**config.mk**
```make
export PLATFORM = sky130hd
export DESIGN_NAME = datapath_unit
export DESIGN_NICKNAME = d
export VERILOG_FILES = /design/src/rtl/datapath_unit.sv
export SDC_FILE = /design/constraint.sdc
export NUM_CORES = 1
export LEC_CHECK = 0
export ABC_AREA = 0
export BUFFER_PORTS_ARGS = -buffer_cell sky130_fd_sc_hd__buf_2
export CAP_MARGIN = 20
export CORE_ASPECT_RATIO = 1.75
export CORE_UTILIZATION = 25
export DETAILED_ROUTE_END_ITERATION = 7
export HOLD_SLACK_MARGIN = 0.03
export PLACE_DENSITY_LB_ADDON = 0.15
export SYNTH_ARGS = -nofsm -noshare
export SYNTH_HDL_FRONTEND = slang
export SYNTH_SLANG_ARGS = --single-unit
```
**constraint.sdc**
```tcl
create_clock -name i_clk -period 3.65 [get_ports i_clk]
set_clock_uncertainty 0.1 [all_clocks]
set_input_delay 0.365 -clock i_clk [delete_from_list [all_inputs] [get_ports i_clk]]
set_output_delay 0.365 -clock i_clk [all_outputs]
set_load 0.02 [all_outputs]
```
**src/rtl/datapath_unit.sv**
```systemverilog
// datapath_unit: accumulator datapath for a small phased CPU.
// Holds the PC, the IR, the A/B registers, an OUT register with a valid/ready
// handshake, a sticky overrun flag and a sticky halt flag.
// Optional feature: define ALU_FLAGS_EN to build the CARRY/ZERO flag logic.
// Without it, both flags are tied to 0.
module datapath_unit (
    input  logic       i_clk,
    input  logic       i_rst,
    input  logic [2:0] i_phase,
    input  logic       i_loada,
    input  logic       i_loadb,
    input  logic       i_enablealu,
    input  logic       i_enableinstr,
    input  logic       i_addsub,
    output logic [3:0] o_instr,
    output logic [3:0] o_mem_addr,
    input  logic [7:0] i_mem_data,
    output logic [7:0] o_acc,
    output logic [7:0] o_out_data,
    output logic       o_out_valid,
    input  logic       i_out_ready,
    output logic       o_overrun,
    output logic       o_halt,
    output logic       o_carry,
    output logic       o_zero
);

    localparam logic [3:0] OP_OUT = 4'b1110;
    localparam logic [3:0] OP_HLT = 4'b1111;

    logic [3:0] r_pc;
    logic [7:0] r_ir;
    logic [7:0] r_a;
    logic [7:0] r_b;
    logic [7:0] r_out_data;
    logic       r_out_valid;
    logic       r_overrun;
    logic       r_halt;

    logic [1:0] w_phase;
    logic       w_fetch;
    logic       w_exec;
    logic       w_op_out;
    logic       w_op_hlt;
    logic       w_alu_wr;
    logic       w_out_take;
    logic       w_out_drain;
    logic [8:0] w_sum;
    logic [8:0] w_diff;
    logic [8:0] w_alu;
    logic       w_unused;

    // Only PHASE[1:0] is meaningful.
    assign w_phase  = i_phase[1:0];
    assign w_fetch  = (w_phase == 2'd0) && !r_halt;
    assign w_exec   = (w_phase == 2'd2);
    assign w_op_out = w_exec && (r_ir[7:4] == OP_OUT) && !r_halt;
    assign w_op_hlt = w_exec && (r_ir[7:4] == OP_HLT);
    assign w_alu_wr = i_loada && i_enablealu && !r_halt;

    // A nine-bit subtraction puts the borrow in bit 8, in the same place as
    // the carry-out of the addition.
    assign w_sum  = {1'b0, r_a} + {1'b0, r_b};
    assign w_diff = {1'b0, r_a} - {1'b0, r_b};
    assign w_alu  = i_addsub ? w_diff : w_sum;

    // A new OUT is accepted into an empty register, or into one that is
    // draining at this same edge.
    assign w_out_take  = w_op_out && (!r_out_valid || i_out_ready);
    assign w_out_drain = r_out_valid && i_out_ready;

    // ENABLEINSTR is not used here: PHASE alone sequences the fetch.
    assign w_unused = ^{i_enableinstr, i_phase[2], w_alu[8]};

    assign o_instr     = r_ir[7:4];
    assign o_mem_addr  = w_phase[1] ? r_ir[3:0] : r_pc;
    assign o_acc       = r_a;
    assign o_out_data  = r_out_data;
    assign o_out_valid = r_out_valid;
    assign o_overrun   = r_overrun;
    assign o_halt      = r_halt;

    // Fetch: latch the instruction and advance the PC (it wraps at 15).
    always_ff @(posedge i_clk or posedge i_rst) begin
        if (i_rst) begin
            r_pc <= '0;
            r_ir <= '0;
        end else if (w_fetch) begin
            r_ir <= i_mem_data;
            r_pc <= r_pc + 4'd1;
        end
    end

    // Register B loads from memory; frozen while halted.
    always_ff @(posedge i_clk or posedge i_rst) begin
        if (i_rst) begin
            r_b <= '0;
        end else if (i_loadb && !r_halt) begin
            r_b <= i_mem_data;
        end
    end

    // Accumulator: ALU result or a direct memory load. The ALU reads B from
    // before this edge.
    always_ff @(posedge i_clk or posedge i_rst) begin
        if (i_rst) begin
            r_a <= '0;
        end else if (i_loada && !r_halt) begin
            if (i_enablealu) begin
                r_a <= w_alu[7:0];
            end else begin
                r_a <= i_mem_data;
            end
        end
    end

    // Output register and handshake, with the sticky overrun flag for an OUT
    // that arrives while the register is still full.
    always_ff @(posedge i_clk or posedge i_rst) begin
        if (i_rst) begin
            r_out_data  <= '0;
            r_out_valid <= 1'b0;
            r_overrun   <= 1'b0;
        end else begin
            if (w_out_take) begin
                r_out_data  <= r_a;
                r_out_valid <= 1'b1;
            end else if (w_out_drain) begin
                r_out_valid <= 1'b0;
            end
            if (w_op_out && r_out_valid && !i_out_ready) begin
                r_overrun <= 1'b1;
            end
        end
    end

    // Sticky halt, set by the HLT opcode in the execute phase.
    always_ff @(posedge i_clk or posedge i_rst) begin
        if (i_rst) begin
            r_halt <= 1'b0;
        end else if (w_op_hlt) begin
            r_halt <= 1'b1;
        end
    end

`ifdef ALU_FLAGS_EN
    logic r_carry;
    logic r_zero;

    // Flags update only when the ALU writes A; otherwise they hold.
    always_ff @(posedge i_clk or posedge i_rst) begin
        if (i_rst) begin
            r_carry <= 1'b0;
            r_zero  <= 1'b0;
        end else if (w_alu_wr) begin
            r_carry <= w_alu[8];
            r_zero  <= (w_alu[7:0] == 8'd0);
        end
    end

    assign o_carry = r_carry;
    assign o_zero  = r_zero;
`else
    logic w_unused_flags;

    assign w_unused_flags = w_alu_wr;
    assign o_carry        = 1'b0;
    assign o_zero         = 1'b0;
`endif

endmodule

```
==> run summary, run 1 <==
### Floorplan
- 0.256 — initial core utilization
- 48 — Boundary Pins
- 8840 um^2 — Die ar.
- 44 — row cnt
- 71.5 um — horizontal extent of the die
- 124 um — Die Y
- 8260 um^2 — floorplan core area

### Drt
- 0 — DRC errors left
- 0 — post-route ant nets
- 1,485 — overall via count from detail_route
- 14.2 um — Routed wire per std cell
- 4630 um — final wirelength
- 4 — drt first pass iters
- 4.54 — routed via count divided by cell count
- 46 — detailed router's first-iteration violation count

### Worst setup path
- simple AND/OR/NAND/NOR gates — family with the most delay on the worst path
- 2.61 ns — critical path arrival
- 5 — largest fanout of any net on the critical path
- 3.77 ns — Required @ worst endpoint
- 9 — logic depth of the worst register-to-register path
- 0.47 ns — max incr delay on CP
- flop — nature of the critical path startpoint
- r_b[0] — Crit. Startpoint
- sky130_fd_sc_hd__or4b_1 — cell with the largest stage delay on the worst path
- o_acc[6] — last element of the critical path
- 0 — number of buffer and inverter stages on the critical path
- flop — crit end category
- nor3_1, nor2_1, xnor2_1, ha_1, o21ai_0, o21bai_1, a21oi_1, or4b_1, nand3_1 — crit path cell chain
- o_acc[6] — critical register-to-register path endpoint
- 1.16 ns — setup slack, reg-to-reg
- r_b[0] — reg-to-reg startpoint
- 9 — depth of the critical timing path with buffers and inverters included
- flop to flop — critical setup path kind

### Global routing
- 1,528 — number of global-route vias before repair
- 0.0243 — met3 Use GR
- 0 — overall overflow remaining after global route
- 40 — largest net degree at the start of global routing
- 0.121 — overall routing resource usage
- 0 — antenna violations before repair
- 0.128 — met1 GRT Util
- 7810 um — wire length of the first global-routing pass
- met2 — busiest metal layer after global routing
- 0.224 — fraction of met2 tracks used by global routing

### Yosys
- 10.9 um^2 — post-synthesis average cell area
- sky130_fd_sc_hd__dfrtp_1 — Synth area leader
- 0 — number of flops mapped to enable cells by yosys
- 39 — synthesized flop and latch total
- 194 — synthesized instance count
- sky130_fd_sc_hd__dfrtp_1 — Top FF cell, synth
- 33 — library cells used by synthesis
- 2110 um^2 — synthesized cell area
- 0 — Yosys warning count
- 0.462 — sequential area share after synthesis
- sky130_fd_sc_hd__dfrtp_1 (46%), sky130_fd_sc_hd__mux2_2 (8.0%), sky130_fd_sc_hd__mux2_4 (5.7%) — cells taking the most area after synthesis
- 1.00 — proportion of synthesized flip-flops having asynchronous set or reset
- 0.462 — top-area cell type share of the netlist area

### CTS
- 0 — number of gates given a new drive strength after cts
- sky130_fd_sc_hd__clkbuf_16 — Clock Tree Root
- yes — clock tree from TritonCTS
- 2 — maximum clock path buffer count
- 5 — number of buffers created by CTS
- 2 — H-Tree Depth
- 0.06 ns — clock transition at the registers of the reported paths
- 0 — number of buffers inserted to repair setup after CTS
- 0 — number of buffers inserted for hold repair after clock tree synthesis
- 0.28 ns — clock latency of the later-clocked register in the worst-skew pair
- 39 — number of sinks driven by the clock tree

### Finish
- 0.332 — layout cells sized above 1
- 263 — Net count, final
- 19.4% — Synth-to-Final Area Change
- 0 — number of diodes
- 2520 um^2 — Finished Cell Area

### Placed design
- 2380 um^2 — Placement Cell Area
- 3560 um — DP HPWL
- 0.750 — RD Place Congestion
- 43 — IO Port Bufs

### STA
- false — unrepaired setup endpoints after global routing
- 0.104 ns — worst-case hold slack
- 0.683 — crit share post-route
- 0.843 ns — worst slew pin tran
- 0 ns — setup TNS
- 2.49 ns — final critical path time including I/O delays and setup
- 401 MHz — highest clock rate
- 0 — Final Max Tran Viols
- 0.437 — relative slew slack
- 0 — final count of negative-setup-slack endpoints
- 0 — hold violation count in the final report

### Power and ir drop
- 999 nW/um^2 — total power divided by cell area
- 1.23 nW — leakage power total
- 263 uV — highest ir drop seen on vdd

### Worst hold path
- input pin to async pin — worst min-delay path category

### Flow run
- 0 — Maximum Capacitance Violations

### Status
- finished, final reports clean — status

-- per-layer routing --
metal  share of wire  routed length (um)
met1            0.39                1790
met4           0.026                 119
met2            0.56                2590
met5               0                   0
met3           0.030                 137
-- how the worst min path moves through the flow --
| stage | from | to | slack, ns | cells past startpoint |
|---|---|---|---|---|
| after floorplan | r_pc[3] | r_pc[3] | 0.34 | 1 |
| after global placement | o_overrun | o_overrun | 0.36 | 1 |
| after detailed placement | o_overrun | o_overrun | 0.37 | 1 |
| after CTS | i_rst | r_ir[4] | 0.13 | 3 |
| after global routing | i_rst | r_ir[4] | 0.16 | 3 |
| final | i_rst | r_ir[4] | 0.10 | 3 |
-- stage by stage --
step	power (mW)	setup slack [ns]	cells	utilization
after global routing	2.77	0.993	327	0.305
after CTS	2.56	1.14	327	0.305
final	2.52	1.16	327	0.305
after global placement	2.10	1.20	319	0.288
after detailed placement	2.12	1.17	319	0.288
after floorplan	1.82	1.46	195	-
-- synth_stat cells (5+ instances only) --
master                      n
sky130_fd_sc_hd__a21oi_1   10
sky130_fd_sc_hd__buf_4      6
sky130_fd_sc_hd__clkbuf_1   5
sky130_fd_sc_hd__dfrtp_1   39
sky130_fd_sc_hd__ha_1       9
sky130_fd_sc_hd__inv_1     10
sky130_fd_sc_hd__mux2_2    15
sky130_fd_sc_hd__mux2_4     8
sky130_fd_sc_hd__nand2_1   19
sky130_fd_sc_hd__o21ai_0   16
sky130_fd_sc_hd__xnor2_1   10
-- flip-flops by register name, indices dropped and copies added, names as in the netlist --
signal	flops
r_pc	4
o_out_data	8
o_acc	8
o_halt	1
r_b	8
o_overrun	1
r_ir	8
o_out_valid	1
-- cell families after synthesis --
family | share of synthesized area
adders and majority gates | 0.0628
and+or+nand+nor | 0.113
muxes | 0.156
AOI/OAI and AO/OA | 0.0912
other | 0.00177
DFF | 0.462
buffers and inverters | 0.0557
xor gates and xnor gates | 0.0580
-- power breakdown --
group	leakage, nW	switching, mW	internal [mW]
clock	0.0733	0.172	0.249
combinational	0.671	0.706	0.582
sequential	0.481	0.172	0.637
-- area by class of cell --
cell class / count / area, um^2
tap: 92 / 115
inverter: 10 / 37.5
clock inverter: 3 / 15.0
timing repair buffer: 45 / 230
sequential: 39 / 976
fill: 892 / 5740
multi-input combinational: 133 / 1020
clock buffer: 5 / 125
-- worst register-to-register path: stages, from the launching register on --
cell	delay (ns)
sky130_fd_sc_hd__dfrtp_1	0.40
sky130_fd_sc_hd__nor3_1	0.41
sky130_fd_sc_hd__nor2_1	0.10
sky130_fd_sc_hd__xnor2_1	0.14
sky130_fd_sc_hd__ha_1	0.35
sky130_fd_sc_hd__o21ai_0	0.11
sky130_fd_sc_hd__o21bai_1	0.16
sky130_fd_sc_hd__a21oi_1	0.11
sky130_fd_sc_hd__or4b_1	0.47
sky130_fd_sc_hd__nand3_1	0.08
-- cells in the final DEF (no fill, tap or decap), types with 4 or more instances in the layout --
master,synthesis,routed
sky130_fd_sc_hd__o21ai_0,16,16
sky130_fd_sc_hd__clkbuf_16,0,5
sky130_fd_sc_hd__nand2_1,19,19
sky130_fd_sc_hd__nor2_1,4,4
sky130_fd_sc_hd__mux2_2,15,15
sky130_fd_sc_hd__mux2i_1,4,4
sky130_fd_sc_hd__nand4_1,4,4
sky130_fd_sc_hd__mux2_4,8,8
sky130_fd_sc_hd__dfrtp_1,39,39
sky130_fd_sc_hd__a21oi_1,10,10
sky130_fd_sc_hd__xnor2_1,10,10
sky130_fd_sc_hd__ha_1,9,9
sky130_fd_sc_hd__xor2_1,4,4
sky130_fd_sc_hd__inv_1,10,10
sky130_fd_sc_hd__a31oi_1,4,4
sky130_fd_sc_hd__buf_2,1,43
No activity file was read; power rests on OpenSTA's default activity.
==> inputs of run 2 (changes only) <==
--- a/config.mk
+++ b/config.mk
@@ -5,7 +5,7 @@
 export SDC_FILE = /design/constraint.sdc
 export NUM_CORES = 1
 export LEC_CHECK = 0
-export ABC_AREA = 0
+export ABC_AREA = 1
 export BUFFER_PORTS_ARGS = -buffer_cell sky130_fd_sc_hd__buf_2
 export CAP_MARGIN = 20
 export CORE_ASPECT_RATIO = 1.75
==> constraint.sdc (replaced) <==
create_clock -name i_clk -period 2.4 [get_ports i_clk]
set_clock_uncertainty 0.1 [all_clocks]
set_input_delay 0.24 -clock i_clk [delete_from_list [all_inputs] [get_ports i_clk]]
set_output_delay 0.24 -clock i_clk [all_outputs]
set_load 0.02 [all_outputs]
==> run summary, run 2 <==
### Worst hold path
- i_mem_data[0] — origin of the worst min-delay path
- o_acc[0] — Hold Path End
- input pin to flop — worst min-delay path category, was input pin to async pin
- 3 — cell depth of the worst min-delay path

### Yosys
- sky130_fd_sc_hd__dfrtp_1 — Top FF cell, synth, unchanged
- 0.448 — top-area cell type share of the netlist area, was 0.462
- sky130_fd_sc_hd__dfrtp_1 (45%), sky130_fd_sc_hd__nand2_1 (13%), sky130_fd_sc_hd__inv_1 (6.7%) — cells taking the most area after synthesis, was sky130_fd_sc_hd__dfrtp_1 (46%), sky130_fd_sc_hd__mux2_2 (8.0%), sky130_fd_sc_hd__mux2_4 (5.7%)
- 7.95 um^2 — post-synthesis average cell area, was 10.9 um^2
- 0.448 — sequential area share after synthesis, was 0.462
- 1.00 — proportion of synthesized flip-flops having asynchronous set or reset, unchanged
- 0 — Yosys warning count, unchanged
- sky130_fd_sc_hd__nand2_1 — most repeated cell in the gate-level netlist after synthesis, was sky130_fd_sc_hd__dfrtp_1
- sky130_fd_sc_hd__nand2_1 (76), sky130_fd_sc_hd__dfrtp_1 (39), sky130_fd_sc_hd__inv_1 (39) — commonest cells in the netlist, was sky130_fd_sc_hd__dfrtp_1 (39), sky130_fd_sc_hd__nand2_1 (19), sky130_fd_sc_hd__o21ai_0 (16)
- 2180 um^2 — synthesized cell area, was 2110 um^2
- sky130_fd_sc_hd__dfrtp_1 — Synth area leader, unchanged
- 274 — synthesized instance count, was 194
- 39 — synthesized flop and latch total, unchanged
- 29 — library cells used by synthesis, was 33
- 0 — number of flops mapped to enable cells by yosys, unchanged

### Finish
- 437 — filler-free cell count of the finished design, was 327
- 351 — Net count, final, was 263
- 0.328 — share of the core filled with cells in the final layout, was 0.305
- 0.264 — layout cells sized above 1, was 0.332
- 0 — number of diodes, unchanged
- 977 um^2 — sequential standard cell area, was 976 um^2
- 946 — number of filler instances in the final layout, was 892
- sky130_fd_sc_hd__nand2_1 — commonest non-fill, non-tap cell in the layout, was sky130_fd_sc_hd__buf_2
- sky130_fd_sc_hd__nand2_1 (73), sky130_fd_sc_hd__buf_2 (43), sky130_fd_sc_hd__dfrtp_1 (38) — top library cells by usage in the layout, fill and taps aside, was sky130_fd_sc_hd__buf_2 (43), sky130_fd_sc_hd__dfrtp_1 (39), sky130_fd_sc_hd__nand2_1 (19)
- 1050 um^2 — multi-input logic area, was 1020 um^2
- 26.1% — Synth-to-Final Area Change, was 19.4%

### Drt
- 96 — detailed router's first-iteration violation count, was 46
- 0 — DRC errors left, unchanged
- 1,857 — overall via count from detail_route, was 1,485
- 5710 um — final wirelength, was 4630 um
- 0 — post-route ant nets, unchanged
- 13.1 um — Routed wire per std cell, was 14.2 um
- 4 — drt first pass iters, unchanged
- 4.25 — routed via count divided by cell count, was 4.54

### STA
- 0.946 — crit share post-route, was 0.683
- 0 — hold violation count in the final report, unchanged
- 0 — Final Max Tran Viols, unchanged
- 0.129 ns — setup ws final, was 1.16 ns
- 0.525 ns — worst slew pin tran, was 0.843 ns
- 2.27 ns — final critical path time including I/O delays and setup, was 2.49 ns
- 0.650 — relative slew slack, was 0.437
- 0 — final count of negative-setup-slack endpoints, unchanged
- 440 MHz — highest clock rate, was 401 MHz

### Global routing
- 0 — overall overflow remaining after global route, unchanged
- 0.135 — overall routing resource usage, was 0.121
- 9050 um — wire length of the first global-routing pass, was 7810 um
- 1,834 — number of global-route vias before repair, was 1,528
- 0 — antenna violations before repair, unchanged
- 40 — largest net degree at the start of global routing, unchanged

### Worst setup path
- flop — crit end category, unchanged
- flop — nature of the critical path startpoint, unchanged
- flop to flop — critical setup path kind, unchanged
- 0.13 ns — setup slack, reg-to-reg, was 1.16 ns
- 10 — logic depth of the worst register-to-register path, was 9
- 2.34 ns — critical path arrival, was 2.61 ns
- r_b[0] — reg-to-reg startpoint, unchanged
- o_acc[4] — critical register-to-register path endpoint, was o_acc[6]
- 3 — largest fanout of any net on the critical path, was 5
- 2.47 ns — Required @ worst endpoint, was 3.77 ns

### CTS
- 2 — maximum clock path buffer count, unchanged
- 39 — number of sinks driven by the clock tree, unchanged
- 0.28 ns — clock latency of the later-clocked register in the worst-skew pair, about the same
- 5 — number of buffers created by CTS, unchanged
- sky130_fd_sc_hd__clkbuf_16 — Clock Tree Root, unchanged
- 2 — H-Tree Depth, unchanged
- yes — clock tree from TritonCTS, unchanged
- 0.06 ns — clock transition at the registers of the reported paths, about the same

### Floorplan
- 48 — Boundary Pins, unchanged
- 44 — row cnt, unchanged
- 72.6 um — horizontal extent of the die, was 71.5 um
- 8370 um^2 — floorplan core area, was 8260 um^2
- 126 um — Die Y, was 124 um
- 9110 um^2 — Die ar., was 8840 um^2
- 0.260 — initial core utilization, was 0.256

### Placed design
- 4300 um — DP HPWL, was 3560 um
- 0.0350 ns — post-place setup slack, was 1.17 ns
- 428 — placed instance count, was 319
- 0.766 — RD Place Congestion, was 0.750
- 43 — IO Port Bufs, unchanged

### Flow run
- 0 — Maximum Capacitance Violations, unchanged

### Status
- finished, final reports clean — status, unchanged

### Power and ir drop
- 1.44 nW — leakage power total, was 1.23 nW
- 505 nW/um^2 — total power divided by cell area, was 999 nW/um^2
- 252 uV — highest ir drop seen on vdd, was 263 uV

==> run 2: final cells by class <==
cell class / instances / area share
flip-flops and latches: 39 / 0.356
multi-input cells: 183 / 0.381
inverters: 42 / 0.0574
clock inverters: 1 / 0.00182
clock buffers: 6 / 0.0505
well taps: 115 / 0.0524
repair buffers: 51 / 0.101
==> run 2: repair_timing <==
action,4_1_cts,5_1_grt
setup buffers,0,1
hold buffers,1,0
resized for setup,0,17
setup endpoints to repair,0,6
hold endpoints to repair,39,0
==> run 2: routing by layer <==
metal	routed length, um	track usage
met3	217	0.0234
met1	2280	0.153
met5	0	0
met2	3090	0.234
met4	123	0.0715
==> run 2: cells by family (layout without fill, tap and decap cells) <==
logic type | after synthesis | after routing | share of synthesized area
AOI/OAI and AO/OA | 51 | 51 | 0.126
xor gates and xnor gates | 11 | 11 | 0.0442
DFF | 39 | 39 | 0.448
and+or+nand+nor | 109 | 109 | 0.214
other | 1 | 2 | 0.00172
adders and majority gates | 10 | 10 | 0.0609
buffers and inverters | 53 | 100 | 0.106
==> run 2: worst max path at each step <==
| stage | slack, ns | end | start | cells after the start |
|---|---|---|---|---|
| global route | -0.003 | o_acc[4] | r_b[0] | 10 |
| floorplan | 0.24 | o_acc[6] | r_b[0] | 14 |
| global placement | 0.04 | o_acc[6] | r_b[0] | 14 |
| detailed placement | 0.03 | o_acc[6] | r_b[0] | 14 |
| CTS | 0.008 | o_acc[6] | r_b[0] | 14 |
| finish | 0.13 | o_acc[4] | r_b[0] | 10 |
==> run 2: metrics by stage <==
stage          hold slack (ns)  setup TNS [ns]  instance area (um^2)  power (mW)
2_1_floorplan            0.276               0                  2180       0.700
5_1_grt                  0.164        -0.00431                  2750        1.44
3_5_place_dp             0.304               0                  2510       0.736
6_report                 0.143               0                  2750        1.39
4_1_cts                  0.133               0                  2670        1.41
3_3_place_gp             0.298               0                  2510       0.735
==> run 2: critical path: stages, from the launching register on <==
cell and delay [ns]:
sky130_fd_sc_hd__dfrtp_1 0.39, sky130_fd_sc_hd__inv_2 0.05, sky130_fd_sc_hd__ha_2 0.30, sky130_fd_sc_hd__o21ai_0 0.14, sky130_fd_sc_hd__buf_4 0.19, sky130_fd_sc_hd__fa_1 0.45, sky130_fd_sc_hd__nand3_1 0.10, sky130_fd_sc_hd__nand2_1 0.06
sky130_fd_sc_hd__xor2_1 0.15, sky130_fd_sc_hd__o21ai_0 0.15, sky130_fd_sc_hd__nand2_1 0.07
==> run 2: power by group <==
part | internal [mW] | switching [mW]
Clock | 0.406 | 0.258
Sequential | 0.658 | 0.0000000000000000158
Combinational | 0.0183 | 0.0470
==> inputs of run 3 (changes only) <==
--- a/config.mk
+++ b/config.mk
@@ -9,10 +9,11 @@
 export BUFFER_PORTS_ARGS = -buffer_cell sky130_fd_sc_hd__buf_2
 export CAP_MARGIN = 20
 export CORE_ASPECT_RATIO = 1.75
-export CORE_UTILIZATION = 25
+export CORE_UTILIZATION = 45
 export DETAILED_ROUTE_END_ITERATION = 7
 export HOLD_SLACK_MARGIN = 0.03
 export PLACE_DENSITY_LB_ADDON = 0.15
+export SKIP_LAST_GASP = 1
 export SYNTH_ARGS = -nofsm -noshare
 export SYNTH_HDL_FRONTEND = slang
 export SYNTH_SLANG_ARGS = --single-unit
==> constraint.sdc (replaced) <==
create_clock -name i_clk -period 2.4 [get_ports i_clk]
set_clock_uncertainty 0.1 [all_clocks]
set_input_delay 0.48 -clock i_clk [delete_from_list [all_inputs] [get_ports i_clk]]
set_output_delay 0.48 -clock i_clk [all_outputs]
set_load 0.02 [all_outputs]
==> run summary, run 3 (synthesis gave the netlist of run 2 again) <==
### Global routing
- 0 — overall overflow remaining after global route, unchanged
- 0 — antenna violations before repair, unchanged
- 1,712 — number of global-route vias before repair, was 1,834
- 0.218 — overall routing resource usage, was 0.135
- 7800 um — wire length of the first global-routing pass, was 9050 um
- 40 — largest net degree at the start of global routing, unchanged

### STA
- 2.24 ns — final critical path time including I/O delays and setup, was 2.27 ns
- 0 — Final Max Tran Viols, unchanged
- 0 ns — setup TNS, unchanged
- 0.159 ns — setup ws final, was 0.129 ns
- 0 — final count of negative-setup-slack endpoints, unchanged
- 0.934 — crit share post-route, was 0.946
- 0.184 ns — worst-case hold slack, was 0.143 ns
- 446 MHz — highest clock rate, was 440 MHz
- 0 — hold violation count in the final report, unchanged

### Finish
- 976 um^2 — sequential standard cell area, was 977 um^2
- 22.6% — Synth-to-Final Area Change, was 26.1%
- sky130_fd_sc_hd__nand2_1 (73), sky130_fd_sc_hd__buf_2 (43), sky130_fd_sc_hd__dfrtp_1 (39) — top library cells by usage in the layout, fill and taps aside, was sky130_fd_sc_hd__nand2_1 (73), sky130_fd_sc_hd__buf_2 (43), sky130_fd_sc_hd__dfrtp_1 (38)
- 352 — Net count, final, was 351
- 461 — number of filler instances in the final layout, was 946
- 1070 um^2 — multi-input logic area, was 1050 um^2
- 2670 um^2 — Finished Cell Area, was 2750 um^2
- 0.272 — layout cells sized above 1, was 0.264
- sky130_fd_sc_hd__nand2_1 — commonest non-fill, non-tap cell in the layout, unchanged
- 0 — number of diodes, unchanged

### Drt
- 2060 um — Post-Route M1 WL, was 2280 um
- 4930 um — final wirelength, was 5710 um
- 2590 um — detailed route wirelength on metal2, was 3090 um
- 44 — detailed router's first-iteration violation count, was 96
- 4.99 — routed via count divided by cell count, was 4.25
- met4 — top metal layer carrying routed signals, unchanged
- 13.1 um — Routed wire per std cell, about the same
- 162 um — met3 layer wire length in the routed design, was 217 um
- 4 — drt first pass iters, unchanged
- 1,876 — overall via count from detail_route, was 1,857
- 0 — DRC errors left, unchanged
- 0 — post-route ant nets, unchanged

### Placed design
- 2450 um^2 — Placement Cell Area, was 2510 um^2
- 43 — IO Port Bufs, unchanged
- 0.795 — RD Place Congestion, was 0.766
- -0.0155 ns — post-place setup slack, was 0.0350 ns
- 3750 um — DP HPWL, was 4300 um

### Status
- finished, final reports clean — status, unchanged

### Worst setup path
- 2.47 ns — Required @ worst endpoint, about the same
- simple AND/OR/NAND/NOR gates — family with the most delay on the worst path, was adder cells
- 4 — largest fanout of any net on the critical path, was 3
- 2 — number of buffer and inverter stages on the critical path, unchanged
- inv_1, ha_1, inv_2, nor2_4, nor2_1, a22oi_2, ha_4, a21oi_2, nand2_2, nand2_1, nand2_1, nand2_1, nand3_1, nand2_1, o21ai_0 — crit path cell chain, was inv_2, ha_2, o21ai_0, buf_4, fa_1, nand3_1, nand2_1, xor2_1, o21ai_0, nand2_1
- flop — crit end category, unchanged
- flop — nature of the critical path startpoint, unchanged
- flop to flop — critical setup path kind, unchanged
- 0.39 ns — max incr delay on CP, was 0.45 ns
- sky130_fd_sc_hd__nand2_1 — most frequent CP cell
- 2.31 ns — critical path arrival, was 2.34 ns
- sky130_fd_sc_hd__dfrtp_1 — cell with the largest stage delay on the worst path, was sky130_fd_sc_hd__fa_1

### Flow run
- 0 — Maximum Capacitance Violations, unchanged

### Floorplan
- 4670 um^2 — floorplan core area, was 8370 um^2
- 33 — row cnt, was 44
- 0.467 — initial core utilization, was 0.260
- 48 — Boundary Pins, unchanged
- 94.1 um — Die Y, was 126 um
- 54.6 um — horizontal extent of the die, was 72.6 um
- 5140 um^2 — Die ar., was 9110 um^2

### CTS
- 2 — H-Tree Depth, unchanged
- yes — clock tree from TritonCTS, unchanged
- 5 — number of buffers created by CTS, unchanged
- sky130_fd_sc_hd__clkbuf_8 — Clock Tree Root, was sky130_fd_sc_hd__clkbuf_16
- 2 — maximum clock path buffer count, unchanged
- 0.29 ns — clock latency of the later-clocked register in the worst-skew pair, was 0.28 ns
- 0.08 ns — clock transition at the registers of the reported paths, was 0.06 ns
- 39 — number of sinks driven by the clock tree, unchanged

### Power and ir drop
- 0.440 — clock network fraction of design power, was 0.479
- 306 uV — highest ir drop seen on vdd, was 252 uV
- 480 nW/um^2 — total power divided by cell area, was 505 nW/um^2
- 272 uW — power dissipated by switching net loads, was 305 uW
- 1.28 mW — total power of the final layout, was 1.39 mW
- 0.212 — fraction of power spent switching nets, was 0.220
- 0.512 — sequential fraction of design power, was 0.474
- 1.01 mW — internal power component, was 1.08 mW
- 1.44 nW — leakage power total, about the same
- 0.048 — part of the power in combinational logic, was 0.047

### Worst hold path
- input pin to async pin — worst min-delay path category, was input pin to flop

run 3: cell types whose count changed in the layout (fill, tap and decap cells not counted), sizes merged:
cell / previous run / this run
dlygate4sd3: 1 / 0
bufinv: 0 / 1
buf: 50 / 52
run 3: per-layer routing:
metal  global-route usage  vias to the layer above
met1                0.262                      864
met2                0.360                       47
met5                    0                        -
met3               0.0372                       10
li1                     -                      955
met4                0.100                        0
run 3: worst paths after layout:
check | startpoint | endpoint | slack [ns] | cells after the start
min | i_rst | o_out_data[5] | 0.18 | 3
max | r_b[1] | o_acc[5] | 0.16 | 15
min reg2reg | o_overrun | o_overrun | 0.37 | 1
max reg2reg | r_b[1] | o_acc[5] | 0.16 | 15
max in group asynchronous | i_rst | r_b[0] | 1.67 | 3
min in group i_clk | i_phase[0] | o_halt | 0.37 | 4
run 3: layout make-up:
type	instances	area share
Inverter	42	0.0590
Clock buffer	6	0.0309
Clock inverter	2	0.0131
Sequential cell	39	0.365
Tap cell	52	0.0244
Multi-Input combinational cell	183	0.401
Timing Repair Buffer	52	0.106
run 3: stage by stage:
step	std cells	utilization
after CTS	375	0.553
after global routing	376	0.573
final	376	0.573
after detailed placement	367	0.525
after global placement	367	0.525
after floorplan	275	-
run 3: worst min-delay path: stages:
cell and delay (ns):
sky130_fd_sc_hd__buf_2 0.09, sky130_fd_sc_hd__inv_1 0.04, sky130_fd_sc_hd__buf_4 0.41
run 3: power by group through the flow:
stage / Sequential [mW] / Clock [mW] / Combinational [mW]
2_1_floorplan: 0.670 / 0 / 0.0309
3_3_place_gp: 0.670 / 0 / 0.0612
3_5_place_dp: 0.670 / 0 / 0.0615
4_1_cts: 0.656 / 0.580 / 0.0618
5_1_grt: 0.656 / 0.611 / 0.0700
6_report: 0.657 / 0.565 / 0.0615
run 3: timing repair:
action                                  CTS  global route
resized for setup                         3            16
setup buffers                             0             1
hold buffers                              0             0
gates cloned                              0             0
endpoints found under the setup margin    2             3
pin swaps                                 0             3
